## config.mk

```make
export PLATFORM = sky130hd
export DESIGN_NAME = reg_file_flat
export DESIGN_NICKNAME = d
export VERILOG_FILES = /design/src/rtl/reg_file_if.sv /design/src/rtl/reg_file.sv /design/src/flat_wrapper.sv
export SDC_FILE = /design/constraint.sdc
export NUM_CORES = 2
export LEC_CHECK = 0
export BUFFER_PORTS_ARGS = -buffer_cell sky130_fd_sc_hd__buf_2
export CAP_MARGIN = 0
export CORE_MARGIN = 2
export CORE_UTILIZATION = 45
export CTS_CLUSTER_SIZE = 10
export DETAILED_ROUTE_END_ITERATION = 8
export GPL_TIMING_DRIVEN = 0
export HOLD_SLACK_MARGIN = 0.08
export SYNTH_ARGS = -nofsm -noshare
export SYNTH_HDL_FRONTEND = slang
export SYNTH_SLANG_ARGS = --single-unit
export TNS_END_PERCENT = 100
```

## constraint.sdc

```tcl
create_clock -name clk_in -period 2.5 [get_ports clk_in]
set_input_delay 0 -clock clk_in [delete_from_list [all_inputs] [get_ports clk_in]]
set_output_delay 0 -clock clk_in [all_outputs]
set_load 0.05 [all_outputs]
```

## src/rtl/reg_file_if.sv

```systemverilog
// rtl/reg_file_if.sv - commit, rename, operand read and ROB forwarding signals of the register file
interface reg_file_if #(
  parameter int ROB_W = 4
);
  // Commit from the ROB head
  logic [4:0]       set_id;
  logic [31:0]      set_val;
  logic [ROB_W-1:0] set_from_rob_id;
  // Rename forwarded from issue
  logic [4:0]       set_dep_id;
  logic [ROB_W-1:0] set_dep_Q;
  // Decoder source operand 1
  logic [4:0]       get_reg_1;
  logic [31:0]      get_val_1;
  logic             get_has_dep_1;
  logic [ROB_W-1:0] get_dep_1;
  logic [ROB_W-1:0] get_rob_id_1;
  logic             rob_avail_1;
  logic [31:0]      rob_val_1;
  // Decoder source operand 2
  logic [4:0]       get_reg_2;
  logic [31:0]      get_val_2;
  logic             get_has_dep_2;
  logic [ROB_W-1:0] get_dep_2;
  logic [ROB_W-1:0] get_rob_id_2;
  logic             rob_avail_2;
  logic [31:0]      rob_val_2;

  modport master (
    output set_id, set_val, set_from_rob_id, set_dep_id, set_dep_Q,
    output get_reg_1, rob_avail_1, rob_val_1,
    output get_reg_2, rob_avail_2, rob_val_2,
    input  get_val_1, get_has_dep_1, get_dep_1, get_rob_id_1,
    input  get_val_2, get_has_dep_2, get_dep_2, get_rob_id_2
  );

  modport slave (
    input  set_id, set_val, set_from_rob_id, set_dep_id, set_dep_Q,
    input  get_reg_1, rob_avail_1, rob_val_1,
    input  get_reg_2, rob_avail_2, rob_val_2,
    output get_val_1, get_has_dep_1, get_dep_1, get_rob_id_1,
    output get_val_2, get_has_dep_2, get_dep_2, get_rob_id_2
  );
endinterface

```

## src/rtl/reg_file.sv

```systemverilog
// rtl/reg_file.sv - architectural register file with rename tags, commit bypass and ROB forwarding
module reg_file #(
  parameter int ROB_W = 4,
  parameter int REG_N = 32
) (
  input logic     clk_in,
  input logic     rst_in,
  input logic     rdy_in,
  input logic     rob_clear,
  reg_file_if.slave bus
);

  logic [31:0]      val_q  [REG_N];
  logic             busy_q [REG_N];
  logic [ROB_W-1:0] tag_q  [REG_N];

  // Commit writes the value; rename (or flush) then overrides busy/tag, so later assignments win
  always_ff @(posedge clk_in or negedge rst_in) begin
    if (!rst_in) begin
      for (int i = 0; i < REG_N; i++) begin
        val_q[i]  <= '0;
        busy_q[i] <= 1'b0;
        tag_q[i]  <= '0;
      end
    end else if (rdy_in) begin
      if (bus.set_id != 5'd0) begin
        val_q[bus.set_id] <= bus.set_val;
        // A mismatching tag means a younger rename owns the register; keep it pending
        if (busy_q[bus.set_id] && (tag_q[bus.set_id] == bus.set_from_rob_id)) begin
          busy_q[bus.set_id] <= 1'b0;
        end
      end
      if (rob_clear) begin
        for (int i = 0; i < REG_N; i++) begin
          busy_q[i] <= 1'b0;
          tag_q[i]  <= '0;
        end
      end else if (bus.set_dep_id != 5'd0) begin
        busy_q[bus.set_dep_id] <= 1'b1;
        tag_q[bus.set_dep_id]  <= bus.set_dep_Q;
      end
    end
  end

  // ROB lookup ids follow the tag regardless of busy so the ROB can be probed speculatively
  always_comb begin
    bus.get_rob_id_1 = tag_q[bus.get_reg_1];
    bus.get_rob_id_2 = tag_q[bus.get_reg_2];
  end

  // Source 1: x0, then architectural value, then same-cycle commit, then ROB forward, else pending
  always_comb begin
    bus.get_val_1     = '0;
    bus.get_has_dep_1 = 1'b0;
    bus.get_dep_1     = '0;
    if (bus.get_reg_1 == 5'd0) begin
      bus.get_val_1 = '0;
    end else if (!busy_q[bus.get_reg_1]) begin
      bus.get_val_1 = val_q[bus.get_reg_1];
    end else if ((bus.set_id == bus.get_reg_1) && (tag_q[bus.get_reg_1] == bus.set_from_rob_id)) begin
      bus.get_val_1 = bus.set_val;
    end else if (bus.rob_avail_1) begin
      bus.get_val_1 = bus.rob_val_1;
    end else begin
      bus.get_has_dep_1 = 1'b1;
      bus.get_dep_1     = tag_q[bus.get_reg_1];
    end
  end

  // Source 2: same priority as source 1
  always_comb begin
    bus.get_val_2     = '0;
    bus.get_has_dep_2 = 1'b0;
    bus.get_dep_2     = '0;
    if (bus.get_reg_2 == 5'd0) begin
      bus.get_val_2 = '0;
    end else if (!busy_q[bus.get_reg_2]) begin
      bus.get_val_2 = val_q[bus.get_reg_2];
    end else if ((bus.set_id == bus.get_reg_2) && (tag_q[bus.get_reg_2] == bus.set_from_rob_id)) begin
      bus.get_val_2 = bus.set_val;
    end else if (bus.rob_avail_2) begin
      bus.get_val_2 = bus.rob_val_2;
    end else begin
      bus.get_has_dep_2 = 1'b1;
      bus.get_dep_2     = tag_q[bus.get_reg_2];
    end
  end

endmodule
```

## src/flat_wrapper.sv

```systemverilog
// flat-port wrapper written by rule: the top's interface ports become plain ports
module reg_file_flat 
#(
  parameter int ROB_W = 4,
  parameter int REG_N = 32
)
  (clk_in, rst_in, rdy_in, rob_clear, bus_set_id, bus_set_val, bus_set_from_rob_id, bus_set_dep_id, bus_set_dep_Q, bus_get_reg_1, bus_rob_avail_1, bus_rob_val_1, bus_get_reg_2, bus_rob_avail_2, bus_rob_val_2, bus_get_val_1, bus_get_has_dep_1, bus_get_dep_1, bus_get_rob_id_1, bus_get_val_2, bus_get_has_dep_2, bus_get_dep_2, bus_get_rob_id_2);
  reg_file_if #(.ROB_W(ROB_W)) bus_i ();
  input logic clk_in;
  input logic rst_in;
  input logic rdy_in;
  input logic rob_clear;
  input wire logic [$bits(bus_i.set_id)-1:0] bus_set_id;
  input wire logic [$bits(bus_i.set_val)-1:0] bus_set_val;
  input wire logic [$bits(bus_i.set_from_rob_id)-1:0] bus_set_from_rob_id;
  input wire logic [$bits(bus_i.set_dep_id)-1:0] bus_set_dep_id;
  input wire logic [$bits(bus_i.set_dep_Q)-1:0] bus_set_dep_Q;
  input wire logic [$bits(bus_i.get_reg_1)-1:0] bus_get_reg_1;
  input wire logic [$bits(bus_i.rob_avail_1)-1:0] bus_rob_avail_1;
  input wire logic [$bits(bus_i.rob_val_1)-1:0] bus_rob_val_1;
  input wire logic [$bits(bus_i.get_reg_2)-1:0] bus_get_reg_2;
  input wire logic [$bits(bus_i.rob_avail_2)-1:0] bus_rob_avail_2;
  input wire logic [$bits(bus_i.rob_val_2)-1:0] bus_rob_val_2;
  output wire logic [$bits(bus_i.get_val_1)-1:0] bus_get_val_1;
  output wire logic [$bits(bus_i.get_has_dep_1)-1:0] bus_get_has_dep_1;
  output wire logic [$bits(bus_i.get_dep_1)-1:0] bus_get_dep_1;
  output wire logic [$bits(bus_i.get_rob_id_1)-1:0] bus_get_rob_id_1;
  output wire logic [$bits(bus_i.get_val_2)-1:0] bus_get_val_2;
  output wire logic [$bits(bus_i.get_has_dep_2)-1:0] bus_get_has_dep_2;
  output wire logic [$bits(bus_i.get_dep_2)-1:0] bus_get_dep_2;
  output wire logic [$bits(bus_i.get_rob_id_2)-1:0] bus_get_rob_id_2;
  assign bus_i.set_id = bus_set_id;
  assign bus_i.set_val = bus_set_val;
  assign bus_i.set_from_rob_id = bus_set_from_rob_id;
  assign bus_i.set_dep_id = bus_set_dep_id;
  assign bus_i.set_dep_Q = bus_set_dep_Q;
  assign bus_i.get_reg_1 = bus_get_reg_1;
  assign bus_i.rob_avail_1 = bus_rob_avail_1;
  assign bus_i.rob_val_1 = bus_rob_val_1;
  assign bus_i.get_reg_2 = bus_get_reg_2;
  assign bus_i.rob_avail_2 = bus_rob_avail_2;
  assign bus_i.rob_val_2 = bus_rob_val_2;
  assign bus_get_val_1 = bus_i.get_val_1;
  assign bus_get_has_dep_1 = bus_i.get_has_dep_1;
  assign bus_get_dep_1 = bus_i.get_dep_1;
  assign bus_get_rob_id_1 = bus_i.get_rob_id_1;
  assign bus_get_val_2 = bus_i.get_val_2;
  assign bus_get_has_dep_2 = bus_i.get_has_dep_2;
  assign bus_get_dep_2 = bus_i.get_dep_2;
  assign bus_get_rob_id_2 = bus_i.get_rob_id_2;
  reg_file #(.ROB_W(ROB_W), .REG_N(REG_N)) u_core (.clk_in(clk_in), .rst_in(rst_in), .rdy_in(rdy_in), .rob_clear(rob_clear), .bus(bus_i));
endmodule
```

==> metrics.yaml <==
status: "complete, but fails checks"
violations: "hold timing, capacitance limit, slew limit, setup timing"
p_sw_mw: 18.8
fin_crit_sh: 1.60
cap_viol_max_count: 4
synthTopCellsByArea: "dfrtp_1, mux4_2, mux2_2"
core_area_um2: 148000
path_class: "reg2out"
crit_arrival_ns: 4.00
p_per_area_nw_per_um2: 748
syn_nets: 4905
port_buffers: 199
ir_drop_v: 0.000736
min_period_ns: 4.00
yosysSeqAreaShare: 0.443
die_width_um: 390
p_seq_frac: 0.413
via_per_inst: 7.16
syn2layout_area_growth_pct: 19.9
final_nets: 5401
total_leakage_power_nw: 33.9
num_rows: 141
io_pins: 212
start_util: 0.453
cts_tree: "done"
syn-cell-area_um2: 66900
finalSetupViolCount: 131
clkTransAtPathRegs_ns: 0.05
drt.antenna.violating_nets: 0
p_clk_frac: 0.329
clock.fmax_ghz: 0.250
mostFrequentLayoutCells: "dfrtp_1, mux2_2, mux4_2"
grt_start_max_net_pins: 170
grt_pass1_wl_um: 414000
fin_ws_ns: -1.50
synth-seq-cells: 1184
synthCells: 4775
async_reset_ff_frac: 1.00
grt_setup_unrepaired: "true"
dp_hpwl_um: 205000
p_comb_frac: 0.259
synthDistinctLibCells: 78
cts_made_buffers: 144
avgSynthCellArea_um2: 14.0
slew_headroom: -0.0652
antenna_found_initial: 6
drv_slew: 33
htree_levels: 4
yosysWarnings: 0
yosysTopAreaCellShare: 0.443
sw_frac_of_total: 0.313
die_area_um2: 152000
worstSkewPairLatency_ns: 0.81
grt_pass1_vias: 50565
cp.required_ns: 2.50
drtIter0Drc: 7100
synthFlopType: "dfrtp_1"
nFillCells: 12217
drc: 0
overflow: 0
reg2reg_depth: 10
crit_fanout: 4
gp_congestion: 1.00
dr.pass1.iters: 8
crit_path_end_kind: "output pin"
cts-root-buf: "clkbuf_16"
synth_area_leader_cell: "dfrtp_1"
track_usage: 0.398
crit_path_start_kind: "register"
wl_per_cell_um: 41.9
clock_sink_count: 1184
wl_um: 304000
clockBufferDepth: 3
internal_power_mw: 41.2
whs_ns: -0.760
finalSetupTns_ns: -105.98
dieHeight_um: 390
fin_skew_ns: 0.0246
hp-class: "in2async"
vias: 52077
multi_input_area_um2: 37200
tightest_slew_ns: 1.60
synth_edf_count: 0
final-hold-violation-count: 344
final_common_cell: "dfrtp_1"
regArea_um2: 29600
drive_gt1_frac: 0.507
## final cells by class
class                           instances  area share
Tap cell                             1930      0.0301
Inverter                               11    0.000515
Antenna cell                            3   0.0000935
Clock inverter                         20     0.00270
Timing Repair Buffer                  357      0.0431
Clock buffer                          191      0.0494
Sequential cell                      1184       0.369
Buffer                                548      0.0409
Multi-Input combinational cell       3025       0.464
## state kept, by name, indices dropped and copies added (netlist names)
register / count
u_core.val_q: 1024
u_core.tag_q: 128
u_core.busy_q: 32
## metrics by stage
step                area [µm²]  instances  worst slack, ns  utilization  power (mW)
global placement         72000       6904           -25.50        0.488        38.6
finish                   80200       7269            -1.50        0.543        60.1
global route             80200       7267            -1.44        0.543        61.6
floorplan                68600       4775           -0.246            -        34.2
CTS                      79400       7234            -1.50        0.538        59.2
detailed placement       72300       6914            -2.26        0.490        39.1
## cells in the mapped netlist, drive strengths merged (3+ instances only)
master   number
a22oi        50
nor3         31
a41oi        51
a22o          7
buf         160
mux4        628
nand4        16
and3b         4
o2111ai      11
xor2          6
inv          11
a21oi        75
o221ai        7
o311ai       36
and2         15
clkbuf      393
or3b          5
nor4          6
a221oi       33
nand3       182
and3         11
o21ai       162
mux2       1033
xnor2         8
nor3b         9
nor4b         9
nand2b       13
and4          3
and2b         3
nand3b        9
nand2       170
o22ai        32
nor2         64
o211ai       60
or2           3
or3          14
a31oi        14
a211o         4
nor2b         7
mux2i       214
dfrtp      1184
a32oi         3
## final timing paths
kind | startpoint | to | slack, ns
worst max register to register | u_core.tag_q[19] | u_core.busy_q[29] | -0.30
worst min register to register | u_core.val_q[1002] | u_core.val_q[1002] | 0.48
min in group clk_in | bus_set_val[17] | u_core.val_q[81] | 0.11
max in group asynchronous | rst_in | u_core.val_q[408] | 0.89
worst min-delay path | rst_in | u_core.val_q[712] | -0.76
worst max-delay path | u_core.tag_q[91] | bus_get_val_2[29] | -1.50
## power groups by stage
stage	Sequential, mW	Clock [mW]	Combinational (mW)
2_1_floorplan	24.1	0	10.1
3_3_place_gp	24.8	0	13.9
3_5_place_dp	24.9	0	14.1
4_1_cts	24.6	19.7	14.9
5_1_grt	25.1	20.5	16.0
6_report	24.8	19.8	15.5
## cell families (layout without fill, tap and decap cells)
kind of cell | count (synthesis) | after routing | share of synthesized area
AOI/OAI and AO/OA | 559 | 559 | 0.0568
xor gates and xnor gates | 14 | 14 | 0.00183
buffers and inverters | 566 | 1127 | 0.0376
DFF | 1184 | 1184 | 0.443
muxes | 1875 | 1875 | 0.418
other | 0 | 3 | 0
and+or+nand+nor | 577 | 577 | 0.0428
## metal layers
metal	GRT usage	up-vias	wire length (µm)
met5	0.00510	-	161
met4	0.243	10	22400
met3	0.154	940	40600
met2	0.564	3834	129000
met1	0.516	27678	113000
li1	-	19615	-
## critical path, stage by stage, from the launching register on
cell and delay (ns):
dfrtp_1 0.43, mux4_2 0.52, or2b_4 0.26, a211o_1 0.36, a21o_1 0.26, a22o_4 0.36, buf_12 0.18, o311ai_4 0.40
a31oi_4 0.21, buf_6 0.20
## what timing repair did
item                       4_1_cts  5_1_grt
buffers inserted                51       36
pin swaps                       78       92
hold buffers                    57        2
setup endpoints to repair      897      309
resized for setup              525      183
gates cloned                     3        2
hold endpoints to repair      1352      190
(Power assumes the default switching activity.)
